$ cat config.mk
export PLATFORM = sky130hd
export DESIGN_NAME = afu_irq_arbiter
export DESIGN_NICKNAME = d
export VERILOG_FILES = /design/src/rtl/afu_irq_arbiter.sv
export SDC_FILE = /design/constraint.sdc
export NUM_CORES = 1
export LEC_CHECK = 0
export CAP_MARGIN = 20
export CORE_MARGIN = 2
export CORE_UTILIZATION = 35
export CTS_CLUSTER_DIAMETER = 60
export DETAILED_ROUTE_END_ITERATION = 16
export PLACE_DENSITY = 0.61
export SYNTH_ARGS = -nofsm -noshare
export SYNTH_HDL_FRONTEND = slang
export SYNTH_SLANG_ARGS = --single-unit
$ cat constraint.sdc
create_clock -name clk -period 3.9 [get_ports clk]
set_input_delay 0.78 -clock clk [delete_from_list [all_inputs] [get_ports clk]]
set_output_delay 0.78 -clock clk [all_outputs]
set_load 0.03 [all_outputs]
$ cat src/rtl/afu_irq_arbiter.sv
// Round-robin arbiter sharing the MSI-X request path among all AFU interrupt vectors.
// Optional completion timeout is built when OFS_IRQ_TIMEOUT_EN is defined.
module afu_irq_arbiter #(
    parameter int NUM_AFUS           = 1,
    parameter int NUM_AFU_INTERRUPTS = 7,
    parameter int NV                 = NUM_AFUS * NUM_AFU_INTERRUPTS,
    parameter int ACK_TIMEOUT        = 1024,
    localparam int AFU_W = (NUM_AFUS > 1) ? $clog2(NUM_AFUS) : 1,
    localparam int VEC_W = (NUM_AFU_INTERRUPTS > 1) ? $clog2(NUM_AFU_INTERRUPTS) : 1
) (
    input  logic             clk,
    input  logic             rst,
    input  logic [NV-1:0]    irq_req,
    input  logic [NV-1:0]    irq_mask,
    output logic [NV-1:0]    irq_pending,
    output logic [NV-1:0]    irq_ack,
    output logic             msix_valid,
    input  logic             msix_ready,
    output logic [AFU_W-1:0] msix_afu,
    output logic [VEC_W-1:0] msix_vector,
    input  logic             msix_done,
    output logic             err_timeout
);

    localparam int          IDX_W = (NV > 1) ? $clog2(NV) : 1;
    localparam int unsigned NAI   = NUM_AFU_INTERRUPTS;

    typedef enum logic [1:0] {
        IDLE,
        ISSUE,
        WAIT_DONE
    } state_t;

    state_t           state;
    logic [IDX_W-1:0] ptr;
    logic [IDX_W-1:0] sel;
    logic [IDX_W-1:0] pick;
    logic [IDX_W-1:0] ptr_next;
    logic             found;
    logic [NV-1:0]    elig;
    logic [NV-1:0]    set_vec;
    logic [NV-1:0]    clr_vec;
    logic             timeout;

    // Two passes give the upward search from ptr with wrap to 0.
    always_comb begin
        elig  = irq_pending & ~irq_mask;
        pick  = '0;
        found = 1'b0;
        for (int unsigned j = 0; j < NV; j++) begin
            if (!found && elig[j] && (j >= 32'(ptr))) begin
                found = 1'b1;
                pick  = IDX_W'(j);
            end
        end
        for (int unsigned j = 0; j < NV; j++) begin
            if (!found && elig[j]) begin
                found = 1'b1;
                pick  = IDX_W'(j);
            end
        end
    end

    always_comb begin
        ptr_next = (pick == IDX_W'(NV - 1)) ? '0 : pick + IDX_W'(1);
        clr_vec  = (state == IDLE && found) ? (NV'(1) << pick) : '0;
        set_vec  = irq_req | (timeout ? (NV'(1) << sel) : '0);
    end

`ifdef OFS_IRQ_TIMEOUT_EN
    localparam int TO_W = (ACK_TIMEOUT > 1) ? $clog2(ACK_TIMEOUT) : 1;

    logic [TO_W-1:0] to_cnt;

    assign timeout = (state == WAIT_DONE) && !msix_done && (to_cnt == TO_W'(ACK_TIMEOUT - 1));

    always_ff @(posedge clk or posedge rst) begin
        if (rst) begin
            to_cnt      <= '0;
            err_timeout <= 1'b0;
        end else begin
            err_timeout <= timeout;
            if (state != WAIT_DONE) begin
                to_cnt <= '0;
            end else if (!timeout) begin
                to_cnt <= to_cnt + TO_W'(1);
            end
        end
    end
`else
    assign timeout     = 1'b0;
    assign err_timeout = 1'b0;
`endif

    always_ff @(posedge clk or posedge rst) begin
        if (rst) begin
            state       <= IDLE;
            ptr         <= '0;
            sel         <= '0;
            irq_pending <= '0;
            irq_ack     <= '0;
            msix_valid  <= 1'b0;
            msix_afu    <= '0;
            msix_vector <= '0;
        end else begin
            irq_ack     <= '0;
            // A new request wins over the clear taken on issue.
            irq_pending <= (irq_pending & ~clr_vec) | set_vec;
            case (state)
                IDLE: begin
                    if (found) begin
                        sel         <= pick;
                        ptr         <= ptr_next;
                        msix_afu    <= AFU_W'(32'(pick) / NAI);
                        msix_vector <= VEC_W'(32'(pick) % NAI);
                        msix_valid  <= 1'b1;
                        state       <= ISSUE;
                    end
                end
                ISSUE: begin
                    if (msix_ready) begin
                        msix_valid <= 1'b0;
                        state      <= WAIT_DONE;
                    end
                end
                WAIT_DONE: begin
                    if (msix_done) begin
                        irq_ack <= NV'(1) << sel;
                        state   <= IDLE;
                    end else if (timeout) begin
                        state <= IDLE;
                    end
                end
                default: state <= IDLE;
            endcase
        end
    end

endmodule
* Word level (Yosys, flattened, before mapping)
Cells that the tools add are included.
** Word-level totals
- Flip-flop bits (word level) :: 27
- Latch bits :: 0
- Bits in writable memories :: 0
- Bits in read-only memories :: 0
- Output and inout bits :: 20
- Word-level logic and storage cells :: 108
- Memories kept :: 0
** Operators by class
- $add $sub $neg :: 1
- Multipliers :: 0
- Div/mod/pow operators :: 2
- Magnitude comparators :: 7
- Equal/unequal tests :: 6
- Shift operators :: 2
- Muxes and demuxes :: 38
- Bitwise gates (word level) :: 5
- Reduce and logical (&&, ||, !) cells :: 39
** Operator list (count)
- 2-to-1 mux 3 bit :: 11
- divider 3 x 3 -> 32 bit (second input constant) :: 1
- modulo 3 x 3 -> 32 bit (second input constant) :: 1
- logical AND 1 bit :: 21
- 2-to-1 mux 7 bit :: 3
- 2-to-1 mux 1 bit :: 17
- AND 7 bit :: 2
- NOT 7 bit :: 2
- left shift 1 x 3 -> 7 bit (first input constant) :: 2
- logical NOT 1 bit :: 13
- 2-to-1 mux 2 bit :: 5
- greater-or-equal comparator 3 bit (first input constant) :: 3
- bitwise OR 7 bit :: 1
- greater-or-equal comparator 1 x 3 -> 1 bit (first input constant) :: 2
- greater-or-equal comparator 2 x 3 -> 1 bit (first input constant) :: 2
- != test 2 bit (second input constant) :: 3
- case mux 2 bit (3 select lines) :: 1
- AND reduction 3 bit :: 2
- adder 3 x 1 -> 3 bit (second input constant) :: 1
- equality test 3 bit (second input constant) :: 1
- equality test 2 x 1 -> 1 bit (second input constant) :: 1
- equality test 2 bit (second input constant) :: 1
- logical NOT 2 bit :: 1
- case mux 1 bit (2 select lines) :: 1
- other kinds (2) :: 2

* Logic depth before layout (Yosys ltp)
Gate-level depths: netlist (run 1).
- Depth in word-level cells :: 54
- Gate-level depth with buffers :: 12

* Worst setup path after synthesis (run 1)
OpenSTA, ideal clock, no wires.
- Kind :: input-to-reg
- From :: in irq_mask[2]
- To :: reg msix_vector[0]
- Arrival :: 2806 ps
- Data required time :: 3818 ps
- Setup slack :: 1012 ps
- Stages on the path :: 10
- Path buffers :: 0
- Cell sequence :: nand2b_4 > a21o_1 > a221o_1 > a21oi_1 > or2_1 > inv_1 > ha_1 > ha_1 > or3_1 > a31oi_1
** Between the ends
- Word-level cells in the longest chain between the ends :: 43
- Elaborated cells on any way between the ends :: 56
- Those cells by class :: 1 x div; 24 x mux; 2 x bitwise; 29 x reduce/logical
** RTL lines
- start, declared :: RTL line 14 : input logic [NV-1:0] irq_mask,
- NOT 7 bit (*) :: RTL line 47 : elig = irq_pending & ~irq_mask;
- AND 7 bit (*) :: RTL line 47
- logical AND 1 bit (2 in a row) :: RTL line 51 : if (!found && elig[j] && (j >= 32'(ptr))) begin
- 2-to-1 mux 1 bit :: RTL line 51
- logical NOT 1 bit :: RTL line 51
- logical AND 1 bit (2 in a row) :: RTL line 51
- 2-to-1 mux 1 bit :: RTL line 51
- logical NOT 1 bit :: RTL line 51
- [... 26 more ...]
- logical NOT 1 bit :: RTL line 57 : if (!found && elig[j]) begin
- logical AND 1 bit :: RTL line 57
- 2-to-1 mux 1 bit :: RTL line 57
- logical NOT 1 bit :: RTL line 57
- logical AND 1 bit :: RTL line 57
- 2-to-1 mux 3 bit (*) :: RTL line 57
- via pick[0] :: RTL line 37 : logic [IDX_W-1:0] pick;
- modulo 3 x 3 -> 32 bit (*) :: RTL line 115 : msix_vector <= VEC_W'(32'(pick) % NAI);
- end signal, assigned :: RTL line 115
- end, declared :: RTL line 20 : output logic [VEC_W-1:0] msix_vector,
The timed path passes the listed nets; every way through them passes the cells marked *.
A chain may end at the register's enable or synchronous reset.

* Final worst setup path (run 1)
Same ends and word-level chain as after synthesis.

==> results_dict.tcl, run 1 <==
set metrics [dict create \
    yosysMostFrequentCell "dfrtp_1" \
    io_buffers 36 \
    slew_headroom 0.4346 \
    cts_tree "done" \
    switching_power_mw 0.6087 \
    grt_pass1_vias 1270 \
    syn2layout_area_growth_pct 31.33 \
    end_kind "register" \
    drc 0 \
    nets 214 \
    syn_area_um2 1498 \
    finalCriticalPeriod_ns 3.265 \
    comb_power_share 0.533 \
    yosys-top-cells-count "dfrtp_1, nand2_1, nor2_1" \
    track_usage 0.1484 \
    ant_nets 0 \
    fin_tns_setup_ns 0 \
    core_area_um2 4058 \
    worstMarginPinSlew_ns 0.8435 \
    drv_slew 0 \
    r2r_cells 10 \
    worstHoldPathCells 2 \
    hp-class "register to register" \
    root_buffer "clkbuf_8" \
    syn-instance-count 153 \
    yosysWarnings 0 \
    hold_viol_final 0 \
    cts_buffers 3 \
    p_per_area_nw_per_um2 686.7 \
    critPathRequiredTime_ns 4.10 \
    worstPathArrival_ns 3.47 \
    synth-seq-cells 27 \
    cts_num_sinks 27 \
    yosys_most_used_dff "dfrtp_1" \
    critPathKind "input pin to register" \
    max_freq_ghz 0.3063 \
    yosysSeqAreaShare 0.4511 \
    p_seq_frac 0.345 \
    swShare 0.4506 \
    htree_levels 1 \
    async_flop_share 1.000 \
    globalplace.congestion 0.9838 \
    min_period_over_period 0.8372 \
    via_count 1245 \
    via_per_inst 5.231 \
    skew_ns 0.004726 \
    synth_area_leaders "dfrtp_1, ha_1, a21o_1" \
    die_h_um 69.42 \
    diodes 0 \
    ys_types 45 \
    synth.net_count 178 \
    drive_above_1_share 0.1064 \
    die_w_um 69.42 \
    wl_per_cell_um 14.12 \
    clockBufferDepth 2 \
    wirelength_um 3361 \
    setup_viol 0 \
    cts_resized 0 \
    cts_hold_buf 0 \
    hpwl_um 2634 \
    grt_pass1_wl_um 5837 \
    rows 23 \
    start_kind "input pin" \
    yosysTopAreaCell "dfrtp_1" \
    rsz0062_at_grt "no" \
    grt_max_degree 28 \
    overflow 0 \
    power_mw 1.351 \
    synth-edff-count 0 \
    maxCapViolCount 0 \
    power.leakage_nw 0.8347 \
    first_pass_iters 4 \
    yosys.area.top_type_share 0.4511 \
    clk_pin_slew_ns 0.09 \
    postSynthAreaPerCell_um2 9.789 \
    whs_ns 0.4797 \
    clkPwrFrac 0.122 \
    drtIter0Drc 52 \
    grt_antenna_before_repair 0 \
    peakVddDrop_mv 0.2630 \
    cts_setup_buffers 0 \
    clock_latency_ns 0.27 \
    status "completed" \
    design.die.area_um2 4818 \
    start_util 0.3691 \
    p_int_mw 0.7421 \
    io_pins 38 \
    critPathMaxFanout 5 \
]
-- sequential cells by signal, indices dropped and copies added (netlist names) --
signal,cells
irq_pending,7
msix_valid,1
msix_vector,3
sel,3
state,2
msix_afu,1
irq_ack,7
ptr,3
-- cell families after synthesis --
kind of cell	after synthesis	synth area share
adders and majority gates	7	0.05848
and+or+nand+nor	68	0.2523
AOI/OAI and AO/OA	37	0.1963
DFF	27	0.4511
buffers and inverters	13	0.03927
other	1	0.002504
-- final timing paths --
| check | start | to | slack (ns) |
|---|---|---|---|
| worst min register to register | msix_vector[2]$_DFFE_PP0P_ | msix_vector[2]$_DFFE_PP0P_ | 0.48 |
| worst min-delay path | msix_vector[2]$_DFFE_PP0P_ | msix_vector[2]$_DFFE_PP0P_ | 0.48 |
| worst max-delay path | irq_mask[2] | msix_vector[0]$_DFFE_PP0P_ | 0.63 |
| min in group asynchronous | rst | irq_pending[5]$_DFF_PP0_ | 0.79 |
| worst max register to register | ptr[1]$_DFFE_PP0P_ | msix_vector[0]$_DFFE_PP0P_ | 1.08 |
| max in group asynchronous | rst | irq_ack[3]$_DFF_PP0_ | 2.67 |
-- worst max-delay path: stages --
cell and delay [ns]:
clkdlybuf4s50_1 0.40, nand2b_4 0.15, a21o_1 0.20, a221o_1 0.33
a21oi_1 0.21, or2_1 0.22, inv_1 0.13, ha_1 0.26
ha_1 0.25, or3_1 0.38, a31oi_1 0.16
-- area by class of cell --
class                      instances  area, µm²
fill                             365       2091
multi-input combinational        113      763.2
sequential                        27      675.6
timing repair buffer              37      387.9
tap                               50      62.56
clock buffer                       3      41.29
inverter                           7      28.78
clock inverter                     1      7.507
-- power by group through the flow --
| stage | clock network [mW] | logic (mW) | registers (mW) |
|---|---|---|---|
| floorplan | 0 | 0.466 | 0.512 |
| global placement | 0 | 0.706 | 0.467 |
| detailed placement | 0 | 0.718 | 0.471 |
| CTS | 0.170 | 0.721 | 0.466 |
| global route | 0.187 | 0.800 | 0.482 |
| finish | 0.165 | 0.719 | 0.466 |
-- layer usage --
metal  GRT usage  vias up  part of all wire
li1            -      602                 -
met1      0.1976      595              0.44
met2      0.2500       41              0.50
met3     0.02471        7             0.053
met4     0.03922        0             0.014
met5           0        -                 0
-- stage by stage --
stage	worst slack [ns]	util	cells	instance area (µm²)
global placement	0.4986	0.4659	233	1891
finish	0.6349	0.4847	238	1967
global route	0.4307	0.4847	238	1967
floorplan	1.012	-	153	1498
detailed placement	0.3607	0.4659	233	1891
CTS	0.6610	0.4780	237	1939
-- layout by cell type (no fill, tap or decap), types with 2 or more instances in the layout --
| cell | instances |
|---|---|
| clkbuf_8 | 3 |
| o21ai_0 | 5 |
| nand2b_4 | 2 |
| nor3_1 | 4 |
| ha_1 | 7 |
| a21o_1 | 9 |
| nor2b_1 | 2 |
| nand2b_1 | 9 |
| nand2_1 | 18 |
| dfrtp_1 | 27 |
| or3_1 | 3 |
| o21ai_1 | 4 |
| a31oi_1 | 2 |
| a21oi_1 | 3 |
| nand3_1 | 9 |
| nor2_1 | 11 |
| inv_1 | 6 |
| clkdlybuf4s50_1 | 36 |
(Power assumes the default switching activity.)
==> run 2: changes to the inputs <==
PLACE_DENSITY = 0.64   (was 0.61)
clock period = 2.77 ns   (was 3.9 ns; I/O delays follow)
==> run 2 against run 1 <==
Register-to-register slack lost 0.70 ns. Sequential share of layout area is 1.9 points lower. Sequential power up 41%. Wire length increased by 3.3%. Via count up 4.9%. Clock skew increased by 0.0092 ns. Core utilization rose by 2.9 points. Setup slack lost 0.55 ns. Critical path depth is 2 higher. Sequential cell count is the same. Largest cell class unchanged.
==> results_dict.tcl, run 2 (synthesis gave the netlist of run 1 again) <==
set metrics [dict create \
    status "completed" \
    cts_hold_buf 0 \
    diodes 0 \
    skew_ns 0.01394 \
    cp_top_family "buffers and inverters" \
    htree_levels 1 \
    start_util 0.3691 \
    wirelength_um 3473 \
    cts_num_sinks 27 \
    p_int_mw 1.197 \
    final_cell_mix "clkdlybuf4s50_1, dfrtp_1, nand2_1" \
    critPathLaunch "irq_mask[2]" \
    wl_per_cell_um 13.67 \
    p_seq_frac 0.311 \
    drv_slew 0 \
    globalplace.congestion 0.9929 \
    hp-start "msix_afu$_DFFE_PP0P_" \
    max_freq_ghz 0.3718 \
    clk_pin_slew_ns 0.09 \
    core_area_um2 4058 \
    final_common_cell "clkdlybuf4s50_1" \
    setup_viol 0 \
    reg2reg_from "irq_pending[2]$_DFF_PP0_" \
    cts_tree "done" \
    min_period_over_period 0.9709 \
    critPathMaxStageDelay_ns 0.45 \
    swShare 0.4326 \
    critPathBufInv 4 \
    io_buffers 36 \
    top_regs "irq_ack x7, irq_pending x7" \
    comb_power_share 0.574 \
    nets 230 \
    via_count 1306 \
    clock_latency_ns 0.29 \
    drc 0 \
    fillers 360 \
    drtIter0Drc 41 \
    pre_cts_slack_ns -0.2778 \
    worstMarginPinSlew_ns 0.5085 \
    p_per_area_nw_per_um2 1012 \
    path_common_cell "buf_4" \
    critPathRequiredTime_ns 2.95 \
    worstPathArrival_ns 2.87 \
    syn2layout_area_growth_pct 39.18 \
    power_mw 2.110 \
    hp-class "register to register" \
    maxCapViolCount 0 \
    fin_ws_ns 0.08070 \
    hold_viol_final 0 \
    overflow 0 \
    grt_pass1_wl_um 6085 \
    power.leakage_nw 0.9105 \
    end_kind "register" \
    ant_nets 0 \
    clkPwrFrac 0.114 \
    drive_above_1_share 0.1961 \
    critPathKind "input pin to register" \
    critPathMaxFanout 3 \
    grt_antenna_before_repair 0 \
    die_h_um 69.42 \
    cpMaxStageDelayCell "clkdlybuf4s50_1" \
    fin_tns_setup_ns 0 \
    grt_max_degree 28 \
    first_pass_iters 4 \
    peakVddDrop_mv 0.5664 \
    die_w_um 69.42 \
    start_kind "input pin" \
    design.die.area_um2 4818 \
    slew_headroom 0.6610 \
    track_usage 0.1559 \
    grt_pass1_vias 1315 \
    clockBufferDepth 2 \
    hpwl_um 2684 \
    via_per_inst 5.142 \
    finalCriticalPeriod_ns 2.689 \
    path_cells "clkdlybuf4s50_1 -> nand2b_4 -> buf_4 -> nand4_2 -> o32ai_2 -> a21oi_2 -> or2_1 -> buf_4 -> buf_4 -> ha_1 -> nand2_1 -> o211ai_2 -> o21a_1" \
    io_pins 38 \
    cts_buffers 3 \
    rows 23 \
    switching_power_mw 0.9126 \
    root_buffer "clkbuf_8" \
]
run 2: cell types whose count changed in the layout (fill, tap and decap cells not counted):
cell,previous run,this run
nor2b_1,2,1
o21ai_2,0,1
buf_16,1,0
a21oi_1,3,2
a21oi_2,0,1
o32ai_1,1,0
buf_4,0,17
nor2b_2,0,1
o21ai_0,5,4
o32ai_2,0,1
run 2: per-layer routing:
layer  vias up  part of all wire  track usage
met5         -                 0            0
met4         0             0.020      0.06972
met3         8             0.048      0.02471
met2        47              0.47       0.2521
met1       617              0.46       0.2051
li1        634                 -            -
run 2: repair_timing:
action	in CTS	in global routing
buffers inserted	0	1
resized for setup	1	4
pin swaps	0	2
endpoints found under the setup margin	1	3
run 2: worst paths after layout:
check	endpoint	slack (ns)	cells past startpoint
worst max-delay path	msix_vector[1]$_DFFE_PP0P_	0.08	13
worst min-delay path	msix_afu$_DFFE_PP0P_	0.48	2
worst max register to register	msix_vector[1]$_DFFE_PP0P_	0.38	12
worst min register to register	msix_afu$_DFFE_PP0P_	0.48	2
max in group asynchronous	sel[0]$_DFFE_PP0P_	1.88	3
min in group asynchronous	irq_pending[4]$_DFF_PP0_	0.61	3
run 2: worst min-delay path, stage by stage (launching register included):
cell     delay, ns
dfrtp_1       0.35
nand2_1       0.05
nand2_1       0.06
run 2: cell type report:
class	count	area [µm²]	share of cell area
multi-input cells	113	780.7	0.3745
flip-flops and latches	27	675.6	0.3241
repair buffers	53	488.0	0.2341
well taps	50	62.56	0.03001
clock buffers	3	41.29	0.01981
inverters	7	28.78	0.01381
clock inverters	1	7.507	0.003601
run 2: metrics by stage:
stage / utilization / hold slack, ns / cells / instance area (µm²)
final: 0.5137 / 0.4830 / 254 / 2085
after global routing: 0.5137 / 0.5507 / 254 / 2085
after CTS: 0.5082 / 0.4857 / 253 / 2062
after detailed placement: 0.4955 / 0.4615 / 249 / 2011
after global placement: 0.4955 / 0.4644 / 249 / 2011
after floorplan: - / 0.4782 / 153 / 1498
run 2: power by group through the flow:
| stage | Sequential, mW | Clock, mW | Combinational [mW] |
|---|---|---|---|
| 3_3_place_gp | 0.651 | 0 | 1.15 |
| 6_report | 0.657 | 0.242 | 1.21 |
| 4_1_cts | 0.653 | 0.246 | 1.19 |
| 3_5_place_dp | 0.660 | 0 | 1.18 |
| 2_1_floorplan | 0.721 | 0 | 0.657 |
| 5_1_grt | 0.679 | 0.263 | 1.33 |
==> run 3: changes to the inputs <==
CAP_MARGIN = unset   (was 20)
PLACE_DENSITY = unset   (was 0.64)
RECOVER_POWER = 25   (was unset)
==> run 3 against run 2 <==
Via count down 0.46%. Clock power decreased by 6%. Largest power group unchanged. Core utilization down 0.37 points. Design area fell by 0.72%. Critical path depth down 2. Clock skew down 0.011 ns. Non-clock buffer count did not move. Combinational power barely moved. Setup slack better by 0.022 ns. Largest cell class unchanged.
==> results_dict.tcl, run 3 (synthesis gave the netlist of run 1 again) <==
set metrics [dict create \
    cts_buffers 3 \
    rows 23 \
    grt_pass1_wl_um 5775 \
    switching_power_mw 0.8827 \
    drc 0 \
    fin_tns_setup_ns 0 \
    grt_antenna_before_repair 0 \
    hp-start "msix_afu$_DFFE_PP0P_" \
    first_pass_iters 4 \
    start_util 0.3691 \
    ant_nets 0 \
    p_seq_frac 0.313 \
    drv_slew 0 \
    drive_above_1_share 0.1814 \
    whs_ns 0.4868 \
    cpMaxStageDelayCell "clkdlybuf4s50_1" \
    clkPwrFrac 0.109 \
    worstHoldPathCells 2 \
    track_usage 0.1460 \
    via_per_inst 5.118 \
    stdcell_area_um2 2069 \
    comb_power_share 0.578 \
    start_kind "input pin" \
    r2r-end "msix_vector[0]$_DFFE_PP0P_" \
    hpwl_um 2539 \
    final_cell_mix "clkdlybuf4s50_1, dfrtp_1, nand2_1" \
    peakVddDrop_mv 0.3756 \
    cts_num_sinks 27 \
    globalplace.congestion 0.8677 \
    status "completed" \
    wirelength_um 3356 \
    path_common_cell "ha_1" \
    critPathMaxFanout 4 \
    worstPathArrival_ns 2.87 \
    root_buffer "clkbuf_8" \
    design.die.area_um2 4818 \
    skew_ns 0.003237 \
    clock_latency_ns 0.27 \
    critPathKind "input pin to register" \
    dpl.cell_count 248 \
    maxCapViolCount 0 \
    overflow 0 \
    end_kind "register" \
    p_per_area_nw_per_um2 1008 \
    hold_end "msix_afu$_DFFE_PP0P_" \
    critPathMaxStageDelay_ns 0.39 \
    power.leakage_nw 0.9033 \
    cts_tree "done" \
    reg2reg_from "ptr[1]$_DFFE_PP0P_" \
    syn2layout_area_growth_pct 38.18 \
    p_int_mw 1.204 \
    fin_util 0.5100 \
    grt_max_degree 28 \
    final_common_cell "clkdlybuf4s50_1" \
    slew_headroom 0.02373 \
    critPathRequiredTime_ns 2.97 \
    finalCriticalPeriod_ns 2.668 \
    setup_viol 0 \
    hold_viol_final 0 \
    top_regs "irq_ack x7, irq_pending x7" \
    power_mw 2.086 \
    swShare 0.4231 \
    max_freq_ghz 0.3749 \
    grt_pass1_vias 1268 \
    io_buffers 36 \
    hp-class "register to register" \
    pre_cts_slack_ns -0.2319 \
    die_w_um 69.42 \
    fin_ws_ns 0.1023 \
    min_period_over_period 0.9631 \
    placed_area_um2 2003 \
    wl_per_cell_um 13.21 \
    via_count 1300 \
    die_h_um 69.42 \
    clockBufferDepth 2 \
    diodes 0 \
    rsz0062_at_grt "no" \
    nets 230 \
    rrSetupSlack_ns 0.34 \
    instances_no_fill 254 \
    drtIter0Drc 48 \
    path_cells "clkdlybuf4s50_1 -> nand2b_4 -> a21o_1 -> a221o_1 -> a21oi_2 -> or2_1 -> inv_1 -> ha_1 -> ha_1 -> or3_1 -> a31oi_1" \
    worstMarginPinSlew_ns 1.464 \
    clk_pin_slew_ns 0.09 \
    r2r_cells 10 \
    core_area_um2 4058 \
    io_pins 38 \
    htree_levels 1 \
]
[run 3: power groups by stage]
stage | registers (mW) | clock network [mW] | logic, mW
after floorplan | 0.721 | 0 | 0.657
after global placement | 0.653 | 0 | 1.17
after detailed placement | 0.659 | 0 | 1.18
after CTS | 0.652 | 0.241 | 1.19
after global routing | 0.678 | 0.259 | 1.33
final | 0.652 | 0.228 | 1.21
[run 3: worst max path at each step]
stage | cells past startpoint | slack (ns) | from | endpoint
6_report | 11 | 0.10 | irq_mask[2] | msix_vector[0]$_DFFE_PP0P_
5_1_grt | 11 | 0.009 | irq_mask[2] | msix_vector[0]$_DFFE_PP0P_
4_1_cts | 11 | 0.04 | irq_mask[2] | msix_vector[0]$_DFFE_PP0P_
3_5_place_dp | 11 | -0.23 | irq_mask[2] | msix_vector[0]$_DFFE_PP0P_
3_3_place_gp | 11 | -0.18 | irq_mask[2] | msix_vector[0]$_DFFE_PP0P_
2_1_floorplan | 10 | 0.11 | irq_mask[2] | msix_vector[0]$_DFFE_PP0P_
[run 3: cell type report]
cell class	count	area, µm²
Fill cell	359	1988
Multi-Input combinational cell	113	769.5
Sequential cell	27	675.6
Timing Repair Buffer	53	484.2
Tap cell	50	62.56
Clock buffer	3	41.29
Inverter	7	28.78
Clock inverter	1	7.507
[run 3: worst max-delay path, delay by kind of cell]
family / cells / cell delay, ns
fa+ha+maj: 2 / 0.40
buf+inv: 2 / 0.45
simple gates: 3 / 0.65
compound gates: 4 / 0.80
[run 3: repair_timing]
item                       in CTS  in global routing
gates resized for setup         0                  2
hold buffers                    0                  0
buffers inserted                0                  2
setup endpoints to repair       0                  2
[run 3: metal layers]
layer / up-vias / wire length [µm] / GRT usage
li1: 634 / - / -
met1: 625 / 1525 / 0.1930
met2: 39 / 1654 / 0.2489
met3: 2 / 167 / 0.02471
met4: 0 / 8 / 0.03486
met5: - / 0 / 0
